### src/rtl/sleep_scheduler_if.sv
// Signal bundle between sleep_scheduler and its stimulus/energy/regulator neighbours.
// master drives stimulus and observes results; slave is the scheduler itself.
interface sleep_scheduler_if;
  logic       tick;
  logic       tired;
  logic       disturb;
  logic [7:0] action;
  logic [1:0] vital_energy_level;
  logic       sleep_in_signal;
  logic       wake_up_signal;
  logic [1:0] sleep_state;
  logic [3:0] sleep_pressure;

  modport master (
    output tick, tired, disturb, action, vital_energy_level,
    input  sleep_in_signal, wake_up_signal, sleep_state, sleep_pressure
  );

  modport slave (
    input  tick, tired, disturb, action, vital_energy_level,
    output sleep_in_signal, wake_up_signal, sleep_state, sleep_pressure
  );
endinterface

### src/rtl/sleep_scheduler.sv
// Sleep/wake sequencer issuing single-cycle sleep_in/wake_up pulses to the action regulator.
// Optional macro SLEEP_PRESSURE_EN adds the sleep-pressure counter and its wake condition.
//
// state  | meaning
// AWAKE  | idle, waiting for tired
// DROWSY | counting undisturbed tired ticks toward sleep
// ASLEEP | counting sleep ticks, watching wake conditions
// WAKING | refractory period, waiting for regulator to leave SLEEP
module sleep_scheduler #(
  parameter int DROWSY_TICKS     = 4,
  parameter int MIN_SLEEP_TICKS  = 8,
  parameter int MAX_SLEEP_TICKS  = 32,
  parameter int REFRACTORY_TICKS = 2
) (
  input  logic             clk,
  input  logic             rst_n,
  sleep_scheduler_if.slave bus
);

  typedef enum logic [1:0] {
    AWAKE  = 2'b00,
    DROWSY = 2'b01,
    ASLEEP = 2'b10,
    WAKING = 2'b11
  } state_e;

  localparam logic [5:0] DROWSY_C = 6'(DROWSY_TICKS);
  localparam logic [5:0] MIN_C    = 6'(MIN_SLEEP_TICKS);
  localparam logic [5:0] MAX_C    = 6'(MAX_SLEEP_TICKS);
  localparam logic [5:0] REF_C    = 6'(REFRACTORY_TICKS);

  state_e     state_q;
  logic [5:0] cnt_q;
  logic       sleep_in_q;
  logic       wake_up_q;

  logic [5:0] cnt_tick_d;
  logic [5:0] cnt_wake_d;
  logic       drowsy_done;
  logic       sleep_exit;
  logic       ref_hit;
  logic       press_zero;
  logic       unused_action;

  assign unused_action = ^bus.action[7:1];

  // Wake conditions look at the count as it will be after this cycle's tick.
  assign cnt_tick_d  = (bus.tick && cnt_q != 6'd63) ? cnt_q + 6'd1 : cnt_q;
  assign cnt_wake_d  = (cnt_q == REF_C) ? cnt_q : cnt_tick_d;
  assign drowsy_done = bus.tick && ((cnt_q + 6'd1) == DROWSY_C);
  assign ref_hit     = (cnt_wake_d == REF_C);
  assign sleep_exit  = (cnt_tick_d == MAX_C) ||
                       ((cnt_tick_d >= MIN_C) &&
                        ((bus.vital_energy_level == 2'b11) || bus.disturb || press_zero));

`ifdef SLEEP_PRESSURE_EN
  logic [3:0] pressure_q;
  logic [3:0] pressure_d;

  always_comb begin
    pressure_d = pressure_q;
    if (bus.tick) begin
      case (state_q)
        AWAKE, DROWSY: if (pressure_q != 4'd15) pressure_d = pressure_q + 4'd1;
        ASLEEP:        if (pressure_q != 4'd0)  pressure_d = pressure_q - 4'd1;
        default:       pressure_d = pressure_q;
      endcase
    end
  end

  always_ff @(posedge clk or negedge rst_n) begin
    if (!rst_n) pressure_q <= 4'd0;
    else        pressure_q <= pressure_d;
  end

  assign press_zero         = (pressure_d == 4'd0);
  assign bus.sleep_pressure = pressure_q;
`else
  assign press_zero         = 1'b0;
  assign bus.sleep_pressure = 4'd0;
`endif

  always_ff @(posedge clk or negedge rst_n) begin
    if (!rst_n) begin
      state_q    <= AWAKE;
      cnt_q      <= 6'd0;
      sleep_in_q <= 1'b0;
      wake_up_q  <= 1'b0;
    end else begin
      sleep_in_q <= 1'b0;
      wake_up_q  <= 1'b0;
      case (state_q)
        AWAKE: begin
          if (bus.action[0]) begin
            state_q <= ASLEEP;
            cnt_q   <= 6'd0;
          end else if (bus.tired) begin
            state_q <= DROWSY;
            cnt_q   <= 6'd0;
          end
        end
        DROWSY: begin
          if (bus.action[0]) begin
            state_q <= ASLEEP;
            cnt_q   <= 6'd0;
          end else if (!bus.tired) begin
            state_q <= AWAKE;
          end else if (bus.disturb) begin
            cnt_q <= 6'd0;
          end else if (drowsy_done) begin
            state_q    <= ASLEEP;
            cnt_q      <= 6'd0;
            sleep_in_q <= 1'b1;
          end else begin
            cnt_q <= cnt_tick_d;
          end
        end
        ASLEEP: begin
          if (sleep_exit) begin
            state_q   <= WAKING;
            cnt_q     <= 6'd0;
            wake_up_q <= 1'b1;
          end else begin
            cnt_q <= cnt_tick_d;
          end
        end
        WAKING: begin
          // Count parks at the refractory limit while the regulator still reports SLEEP.
          cnt_q <= cnt_wake_d;
          if (ref_hit) begin
            if (!bus.action[0]) state_q   <= AWAKE;
            else if (bus.tick)  wake_up_q <= 1'b1;
          end
        end
        default: state_q <= AWAKE;
      endcase
    end
  end

  assign bus.sleep_state     = state_q;
  assign bus.sleep_in_signal = sleep_in_q;
  assign bus.wake_up_signal  = wake_up_q;

endmodule
### src/flat_wrapper.sv
// flat-port wrapper written by rule: the top's interface ports become plain ports
module sleep_scheduler_flat 
#(
  parameter int DROWSY_TICKS     = 4,
  parameter int MIN_SLEEP_TICKS  = 8,
  parameter int MAX_SLEEP_TICKS  = 32,
  parameter int REFRACTORY_TICKS = 2
)
  (clk, rst_n, bus_tick, bus_tired, bus_disturb, bus_action, bus_vital_energy_level, bus_sleep_in_signal, bus_wake_up_signal, bus_sleep_state, bus_sleep_pressure);
  sleep_scheduler_if bus_i ();
  input  logic clk;
  input  logic rst_n;
  input wire logic [$bits(bus_i.tick)-1:0] bus_tick;
  input wire logic [$bits(bus_i.tired)-1:0] bus_tired;
  input wire logic [$bits(bus_i.disturb)-1:0] bus_disturb;
  input wire logic [$bits(bus_i.action)-1:0] bus_action;
  input wire logic [$bits(bus_i.vital_energy_level)-1:0] bus_vital_energy_level;
  output wire logic [$bits(bus_i.sleep_in_signal)-1:0] bus_sleep_in_signal;
  output wire logic [$bits(bus_i.wake_up_signal)-1:0] bus_wake_up_signal;
  output wire logic [$bits(bus_i.sleep_state)-1:0] bus_sleep_state;
  output wire logic [$bits(bus_i.sleep_pressure)-1:0] bus_sleep_pressure;
  assign bus_i.tick = bus_tick;
  assign bus_i.tired = bus_tired;
  assign bus_i.disturb = bus_disturb;
  assign bus_i.action = bus_action;
  assign bus_i.vital_energy_level = bus_vital_energy_level;
  assign bus_sleep_in_signal = bus_i.sleep_in_signal;
  assign bus_wake_up_signal = bus_i.wake_up_signal;
  assign bus_sleep_state = bus_i.sleep_state;
  assign bus_sleep_pressure = bus_i.sleep_pressure;
  sleep_scheduler #(.DROWSY_TICKS(DROWSY_TICKS), .MIN_SLEEP_TICKS(MIN_SLEEP_TICKS), .MAX_SLEEP_TICKS(MAX_SLEEP_TICKS), .REFRACTORY_TICKS(REFRACTORY_TICKS)) u_core (.clk(clk), .rst_n(rst_n), .bus(bus_i));
endmodule
### config.mk
export PLATFORM = sky130hd
export DESIGN_NAME = sleep_scheduler_flat
export DESIGN_NICKNAME = d
export VERILOG_FILES = /design/src/rtl/sleep_scheduler_if.sv /design/src/rtl/sleep_scheduler.sv /design/src/flat_wrapper.sv
export SDC_FILE = /design/constraint.sdc
export NUM_CORES = 1
export LEC_CHECK = 0
export ABC_AREA = 1
export BUFFER_PORTS_ARGS = -buffer_cell sky130_fd_sc_hd__buf_2
export CORE_AREA = 4 4 42 72
export DETAILED_ROUTE_END_ITERATION = 7
export DIE_AREA = 0 0 46 76
export GPL_TIMING_DRIVEN = 0
export HOLD_SLACK_MARGIN = 0.1
export PLACE_DENSITY_LB_ADDON = 0.08
export SLEW_MARGIN = 5
export SYNTH_ARGS = -nofsm -noshare
export SYNTH_HDL_FRONTEND = slang
export SYNTH_SLANG_ARGS = --single-unit
### constraint.sdc
create_clock -name clk -period 1.8 [get_ports clk]
set_input_delay 0 -clock clk [delete_from_list [all_inputs] [get_ports clk]]
set_output_delay 0 -clock clk [all_outputs]
set_load 0.1 [all_outputs]
* Word level (Yosys, flattened, before mapping)
Index checks and enable logic that the tools add are counted.
** Cells by class
- Magnitude comparators :: 1
- Reductions and logical operators :: 8
- Muxes and demuxes :: 30
- Eq/ne operators :: 16
- Add/sub/neg operators :: 1
** Operators by type and width (number)
- $mux 6 :: 9
- $pmux 6 s4 :: 1
- $mux 2 :: 9
- $eq 6x2->1 const B :: 2
- $mux 1 :: 9
- $pmux 2 s4 :: 1
- $add 6x1->6 const B :: 1
- $eq 2x2->1 const B :: 3
- $eq 6x3->1 const B :: 1
- $eq 6x6->1 const B :: 1
- $ge 6x4->1 const B :: 1
- $ne 3x3->1 const B :: 2
- $ne 6x6->1 const B :: 1
- $reduce_and 6->1 :: 1
- $ne 2x1->1 const B :: 2
- $ne 4x3->1 const B :: 1
- $ne 4x4->1 const B :: 1
- $logic_and 1x1->1 :: 3
- $eq 2x1->1 const B :: 1
- $logic_not 2->1 :: 1
- $logic_or 1x1->1 :: 2
- $ne 2x2->1 const B :: 1
- $pmux 1 s2 :: 1
- $reduce_and 2->1 :: 1
** Word-level totals
- Register bits after elaboration :: 10
- Bits of input ports :: 15
- Output and inout port bits :: 8

* Logic depth before layout (Yosys ltp)
Gate-level depths: netlist of the first run.
- Depth after elaboration :: 8
- Depth in mapped cells :: 14
- Mapped depth without buffers :: 14

* Worst setup path before layout of the first run
OpenSTA, ideal clock, no wires.
- Path kind :: reg-to-reg
- Start point :: register u_core.state_q[1] (netlist: u_core.bus.sleep_state[1])
- End point :: register u_core.state_q[0] (netlist: u_core.bus.sleep_state[0])
- Required time :: 1.677 ns
- Path buffers :: 0
- Path slack :: -0.153 ns
- Clock period less this slack :: 1.953 ns
- Cell stages (with the launch flop) :: 10
- Arrival :: 1.830 ns
- Library setup time :: 0.123 ns
- Cell sequence :: dfrtp_1 > inv_1 > nand2_1 > inv_2 > nand2_1 > nor2_1 > a21oi_2 > nand3_2 > nand2_1 > nand2_1
** On the way
- Cells in the longest elaborated chain, start to end :: 3
- Elaborated cells on any way between the ends :: 12
- Classes of those cells :: eq/ne: 9; mux: 1; reduce/logical: 2
** RTL lines
- start: declaration :: line sleep_scheduler.sv:32 : state_e state_q;
- start signal: assignment :: line sleep_scheduler.sv:85 : state_q <= AWAKE;
- start signal: assignment :: line sleep_scheduler.sv:95 : state_q <= ASLEEP;
- start signal: assignment :: line sleep_scheduler.sv:98 : state_q <= DROWSY;
- $eq 2x1->1, or another cell as far along :: line sleep_scheduler.sv:92 : case (state_q)
- $ne 4x3->1 (no line), or another cell as far along
- $reduce_and 6->1 (no line)
Parallel ways exist; a longest one is shown, timed or not.
A chain may end at the register's enable or synchronous reset.

* Worst setup path in the final report of the first run
- Start point :: register u_core.cnt_q[1]
- End point :: register u_core.cnt_q[1]
** On the way
- Cells in the longest elaborated chain, start to end :: 8
- Elaborated cells on any way between the ends :: 18
- Classes of those cells :: add/sub: 1; order compare: 1; eq/ne: 4; mux: 8; reduce/logical: 4
** RTL lines
- start: declaration :: line sleep_scheduler.sv:33 : logic [5:0] cnt_q;
- start signal: assignment :: line sleep_scheduler.sv:115 : cnt_q <= cnt_tick_d;
- start signal: assignment :: line sleep_scheduler.sv:124 : cnt_q <= cnt_tick_d;
- start signal: assignment :: line sleep_scheduler.sv:129 : cnt_q <= cnt_wake_d;
- parallel branches: the longest is 7 deep, another holds $add 6x1->6
- $pmux 6 s4 (*) :: line sleep_scheduler.sv:92
Every way passes the cells marked *. The select of a mux whose other input is x is not followed.

==> out/qor.yml, run 1 <==
outcome:
  status: "finished with violations"
  failed_checks: "negative setup slack"
clocking:
  clkTransAtPathRegs_ps: 50
  root_buffer: "clkbuf_8"
  htree_levels: 1
  clk_path_buf_depth: 2
  insertion_delay_ps: 230
  cts_tree: "yes"
  cts_buffers: 3
  clock-sinks: 10
routing:
  ant_nets: 0
  vias_per_cell: 4.983
  detail_route.iter0.violations: 17
  firstDrtPassIters: 4
  wirelength_mm: 2.961
  num_vias: 1166
  wl_per_cell_um: 12.65
  drcViolationCount: 0
floorplanning:
  die_area_um2: 3496
  fp-row-count: 24
  io_pins: 23
  fp.dieW_um: 46
  core_area_um2: 2462
  initial_core_util_pct: 43.75
  die_h_um: 76
final_layout:
  nNetsFinal: 227
  finalNonFillerCells: 234
  antenna_cells: 0
  post-route-util_pct: 61.38
  postLayoutCellArea_um2: 1511
  drive_gt1_share_pct: 42.79
  area_growth_pct: 40.30
setup_path:
  required_ps: 1910
  cp.arrival_ps: 1980
  cp_max_fo: 7
  crit_family: "simple AND/OR/NAND/NOR gates"
  startpoint_type: "register"
  cp-end-kind: "register"
  crit_type: "register to register"
  path_cells: "ha_4, nand3_4, o21bai_4, nand2_1, nand2_2, nand2_2, nor2_2, nand2_2, nand4_1, nand3_1, nand2_1, nand2_1"
  path_buf_inv: 0
  critPathSlowestCell: "dfrtp_2"
  slowest_delay_ps: 390
power:
  p_int_mw: 0.8348
  p_sw_share_pct: 52.47
  max-vdd-ir-drop_uv: 948.1
  leakagePower_nw: 0.7906
  pwr-share-comb_pct: 65.0
  power.switching_mw: 0.9214
  power_mw: 1.756
  p_per_area_nw_per_um2: 1162
  power_frac_clock_pct: 15.5
  seq_power_share_pct: 19.5
sta:
  slew_viol_final: 0
  holdWs_ps: 133.1
  rsz0062_at_grt: "true"
  hold_violations: 0
  period_share_pct: 103.9
  fin_skew_ps: 0.8734
  finalCriticalPeriod_ps: 1869
  finalSetupTns_ps: -321.7
  fin_ws_ps: -69.46
  fmax_ghz: 0.5349
  setup_viol: 9
job:
  max_cap_violations: 0
hold_path:
  hold_path.class: "input port to register"
place:
  dp_hpwl_mm: 2.228
  place_congestion: 0.8636
  pre_cts_ws_ps: -284.0
  placed_cell_area_um2: 1181
  port_buffers: 11
  placedCellCount: 216
global_route:
  grt_max_degree: 11
  grt-ovfl-total: 0
  antenna_found_initial: 0
  grt_pass1_vias: 1156
  grt_pass1_wl_mm: 4.892
  grtUsageTotal_pct: 18.21
synthesis:
  ys.warnings.count: 0
  ys_seq_area_share_pct: 23.23
  synthCells: 176
  synth_cell_types: 23
  synth-seq-cells: 10
  syn_avg_cell_area_um2: 6.121
  synth_area_um2: 1077
-- path summary, 6_finish.rpt --
kind	start	endpoint	slack (ps)	depth (start not counted)
worst min-delay path	bus_action[0]	u_core.bus.sleep_state[0]	130	4
worst min register to register	u_core.bus.sleep_state[1]	u_core.bus.sleep_state[1]	520	2
max in group asynchronous	rst_n	u_core.cnt_q[1]	1440	2
min in group asynchronous	rst_n	u_core.cnt_q[2]	160	2
worst max register to register	u_core.cnt_q[1]	u_core.cnt_q[1]	-70	12
worst max-delay path	u_core.cnt_q[1]	u_core.cnt_q[1]	-70	12
-- flip-flops by register name, summed over array words and instances (netlist names) --
signal	count
u_core.bus.wake_up_signal	1
u_core.bus.sleep_state	2
u_core.bus.sleep_in_signal	1
u_core.cnt_q	6
-- layer usage --
metal	track usage, %	routed length, um	vias to the layer above	share of wire (%)
li1	-	-	606	-
met1	20.09	1118	539	38
met2	32.87	1780	17	60
met3	1.418	26	4	0.88
met4	7.407	36	0	1.2
met5	0	0	-	0
-- cells in the mapped netlist (all sizes together) --
| cell | instances | area (um2) |
|---|---|---|
| nand2 | 79 | 314.1 |
| buf | 6 | 48.80 |
| inv | 22 | 82.58 |
| a211o | 1 | 8.760 |
| nand3 | 20 | 147.6 |
| ha | 3 | 37.54 |
| conb | 1 | 3.750 |
| o21ai | 2 | 13.76 |
| nor2 | 19 | 78.83 |
| dfrtp | 10 | 250.2 |
| nand4 | 5 | 31.28 |
| a21oi | 2 | 13.76 |
| nor3 | 4 | 20.02 |
| o31ai | 1 | 7.510 |
| o21bai | 1 | 18.77 |
-- power by group through the flow --
| stage | Combinational [mW] | Sequential [mW] | Clock (mW) |
|---|---|---|---|
| after global placement | 0.871 | 0.360 | 0 |
| after detailed placement | 0.890 | 0.360 | 0 |
| final | 1.14 | 0.342 | 0.272 |
| after global routing | 1.24 | 0.352 | 0.295 |
| after CTS | 1.03 | 0.342 | 0.281 |
| after floorplan | 0.541 | 0.533 | 0 |
-- worst reg2reg max path: cells and delay by family, from the launching register on --
kind | cells | cell delay, ps
compound gates | 1 | 290
fa+ha+maj | 1 | 170
flops | 1 | 390
simple gates | 10 | 900
-- timing repair --
action,CTS,global route
setup endpoints to repair,10,10
resized for setup,17,27
pin swaps,8,21
endpoints found under the hold margin,11,0
hold buffers,2,0
buffers inserted,6,6
-- area by class of cell --
| class | instances | area [um2] |
|---|---|---|
| Inverter | 22 | 82.58 |
| Timing Repair Buffer | 25 | 180.2 |
| Buffer | 6 | 48.80 |
| Multi-Input combinational cell | 141 | 857.1 |
| Sequential cell | 10 | 255.2 |
| Fill cell | 245 | 950.9 |
| Tap cell | 26 | 32.53 |
| Clock buffer | 4 | 55.05 |
-- cell usage in the layout, fill, tap and decap left out, drive strengths merged --
cell / n
nand3: 20
nand4: 5
nand2: 79
buf: 29
conb: 4
dlygate4sd3: 2
a211o: 1
a21oi: 2
nor3: 4
o21bai: 1
ha: 3
dfrtp: 10
o31ai: 1
clkbuf: 4
inv: 22
nor2: 19
o21ai: 2
-- cells by family after synthesis --
| family | share of synthesized area, % |
|---|---|
| fa+ha+maj | 3.485 |
| buf+inv | 12.20 |
| other cells | 0.3481 |
| flops | 23.23 |
| compound gates | 5.807 |
| simple gates | 54.94 |
Power figures use the tool's default switching activity.
==> run 2: changes to the inputs <==
--- a/config.mk
+++ b/config.mk
@@ -12,7 +12,9 @@
 export DIE_AREA = 0 0 46 76
 export GPL_TIMING_DRIVEN = 0
 export HOLD_SLACK_MARGIN = 0.1
+export MAX_ROUTING_LAYER = met4
 export PLACE_DENSITY_LB_ADDON = 0.08
+export SETUP_SLACK_MARGIN = 0.5
 export SLEW_MARGIN = 5
 export SYNTH_ARGS = -nofsm -noshare
 export SYNTH_HDL_FRONTEND = slang
==> out/qor.yml, run 2 (synthesized netlist as in run 1, its figures left out) <==
place:
  dp_hpwl_mm: 2.210  # -0.83%
  port_buffers: 11  # unchanged
  place_congestion: 0.8797  # +1.9%
  placedCellCount: 216  # unchanged
  placed_cell_area_um2: 1201  # +1.7%
global_route:
  antenna_found_initial: 0  # unchanged
  grt-ovfl-total: 0  # unchanged
  grtUsageTotal_pct: 17.59  # -0.62 points
  grt_pass1_vias: 1120  # -3.1%
  grt_pass1_wl_mm: 4.616  # -5.6%
  grt_max_degree: 11  # unchanged
hold_path:
  hold_path.class: "input port to register"
  whs_path_depth: 3  # -1
sta:
  setup_viol: 8  # -1
  slew_viol_final: 0  # unchanged
  fin_skew_ps: 1.792  # +0.9189 ps
  finalSetupTns_ps: -446.8  # -125.2 ps
  rsz0062_at_grt: "true"
  hold_violations: 0  # unchanged
  fmax_ghz: 0.5318  # -0.58%
  period_share_pct: 104.5  # +0.60 points
  finalCriticalPeriod_ps: 1880  # +10.83 ps
  fin_ws_ps: -80.29  # -10.83 ps
setup_path:
  critPathSlowestCell: "dfrtp_2"
  ff2ff_path_depth: 13  # +1
  cp.arrival_ps: 2000  # +20 ps
  cp-end-kind: "register"
  required_ps: 1910  # about the same
  startpoint_type: "register"
  path_cells: "ha_4, nand3_4, nor2_4, nor2_4, nand2_1, nand2_2, nand2_2, nor2_2, nand2_2, nand3_4, nand3_4, nand3_1, nand2_1"
  slowest_delay_ps: 460  # +70 ps
  cp_max_fo: 6  # -1
  crit_type: "register to register"
routing:
  drcViolationCount: 0  # unchanged
  detail_route.iter0.violations: 15  # -2
  wl_per_cell_um: 12.52  # -1.0%
  wirelength_mm: 2.930  # -1.0%
  firstDrtPassIters: 4  # unchanged
  ant_nets: 0  # unchanged
  vias_per_cell: 4.962  # -0.43%
  num_vias: 1161  # -0.43%
outcome:
  status: "finished with violations"
  failed_checks: "negative setup slack"
clocking:
  htree_levels: 1  # unchanged
  root_buffer: "clkbuf_8"
  clk_path_buf_depth: 2  # unchanged
  cts_buffers: 3  # unchanged
  clock-sinks: 10  # unchanged
  clkTransAtPathRegs_ps: 40  # about the same
  insertion_delay_ps: 230  # about the same
  cts_tree: "yes"
floorplanning:
  io_pins: 23  # unchanged
  initial_core_util_pct: 43.75  # unchanged
  die_area_um2: 3496  # unchanged
  fp-row-count: 24  # unchanged
  core_area_um2: 2462  # unchanged
  die_h_um: 76  # unchanged
  fp.dieW_um: 46  # unchanged
power:
  leakagePower_nw: 0.7960  # +0.69%
  max-vdd-ir-drop_uv: 971.8  # +2.5%
  p_per_area_nw_per_um2: 1117  # -3.8%
  power_mw: 1.682  # -4.2%
final_layout:
  finalNonFillerCells: 234  # unchanged
  post-route-util_pct: 61.13  # -0.25 points
  nNetsFinal: 228  # +0.44%
  final_cell_mix: "nand2_1 (61), inv_1 (17), nand2_2 (16), buf_4 (16)"
  postLayoutCellArea_um2: 1505  # -0.41%
  largest_register: "u_core.cnt_q"
  largest_register_ffs: 6  # unchanged
  fill_cells: 237  # -3.3%
  layout_commonest_cell: "nand2_1"
  area_growth_pct: 39.72
  drive_gt1_share_pct: 41.83  # -0.96 points
  antenna_cells: 0  # unchanged
job:
  max_cap_violations: 0  # unchanged
==> run 2: changes by cell type in the layout (fill, tap and decap cells not counted), sizes merged <==
cell	delta
buf	+1
clkbuf	-1
==> run 2: power breakdown <==
part / internal, mW / switching [mW] / leakage, nW / total [mW]
logic: 0.361 / 0.743 / 0.645 / 1.10
clock network: 0.145 / 0.0741 / 0.0216 / 0.219
registers: 0.282 / 0.0772 / 0.129 / 0.359
total: 0.788 / 0.894 / 0.796 / 1.68
==> run 2: worst paths after layout <==
kind | slack (ps) | from | to
worst max-delay path | -80 | u_core.cnt_q[1] | u_core.cnt_q[4]
worst min register to register | 530 | u_core.bus.sleep_state[1] | u_core.bus.sleep_state[1]
worst min-delay path | 130 | bus_tick | u_core.bus.wake_up_signal
min in group asynchronous | 160 | rst_n | u_core.cnt_q[3]
worst max register to register | -80 | u_core.cnt_q[1] | u_core.cnt_q[4]
max in group asynchronous | 1430 | rst_n | u_core.bus.sleep_state[1]
==> run 2: layout make-up <==
| cell class | instances | area [um2] | share of cell area [%] |
|---|---|---|---|
| Multi-Input combinational cell | 141 | 855.8 | 56.86 |
| Sequential cell | 10 | 255.2 | 16.96 |
| Timing Repair Buffer | 26 | 188.9 | 12.55 |
| Inverter | 22 | 82.58 | 5.486 |
| Buffer | 6 | 48.80 | 3.242 |
| Clock buffer | 3 | 41.29 | 2.743 |
| Tap cell | 26 | 32.53 | 2.161 |
==> run 2: routing by layer <==
metal / up-vias / part of all wire [%] / GRT usage [%]
met5: - / 0 / -
met4: 0 / 2.5 / 6.553
met3: 6 / 1.6 / 1.418
met2: 26 / 59 / 32.04
met1: 521 / 37 / 17.95
li1: 608 / - / -
==> run 2: critical path: cells and delay by family (launching register included) <==
family	cells	cell delay, ps
AND/OR/NAND/NOR	12	1100
adder cells (fa/ha/maj)	1	200
flip-flops	1	460
==> run 2: what timing repair did <==
| item | in CTS | in global routing |
|---|---|---|
| setup endpoints to repair | 10 | 10 |
| setup buffers | 7 | 6 |
| gates resized for setup | 12 | 23 |
| endpoints found under the hold margin | 11 | 0 |
| pin swaps | 11 | 25 |
| hold buffers | 2 | 0 |
==> run 2: through the flow <==
stage | worst slack, ps | hold WS (ps)
after global placement | -147.4 | -136.4
after floorplan | 103.9 | -295.6
after global routing | -213.3 | 150.1
after CTS | -72.33 | 127.9
after detailed placement | -137.4 | -131.9
final | -80.29 | 129.2
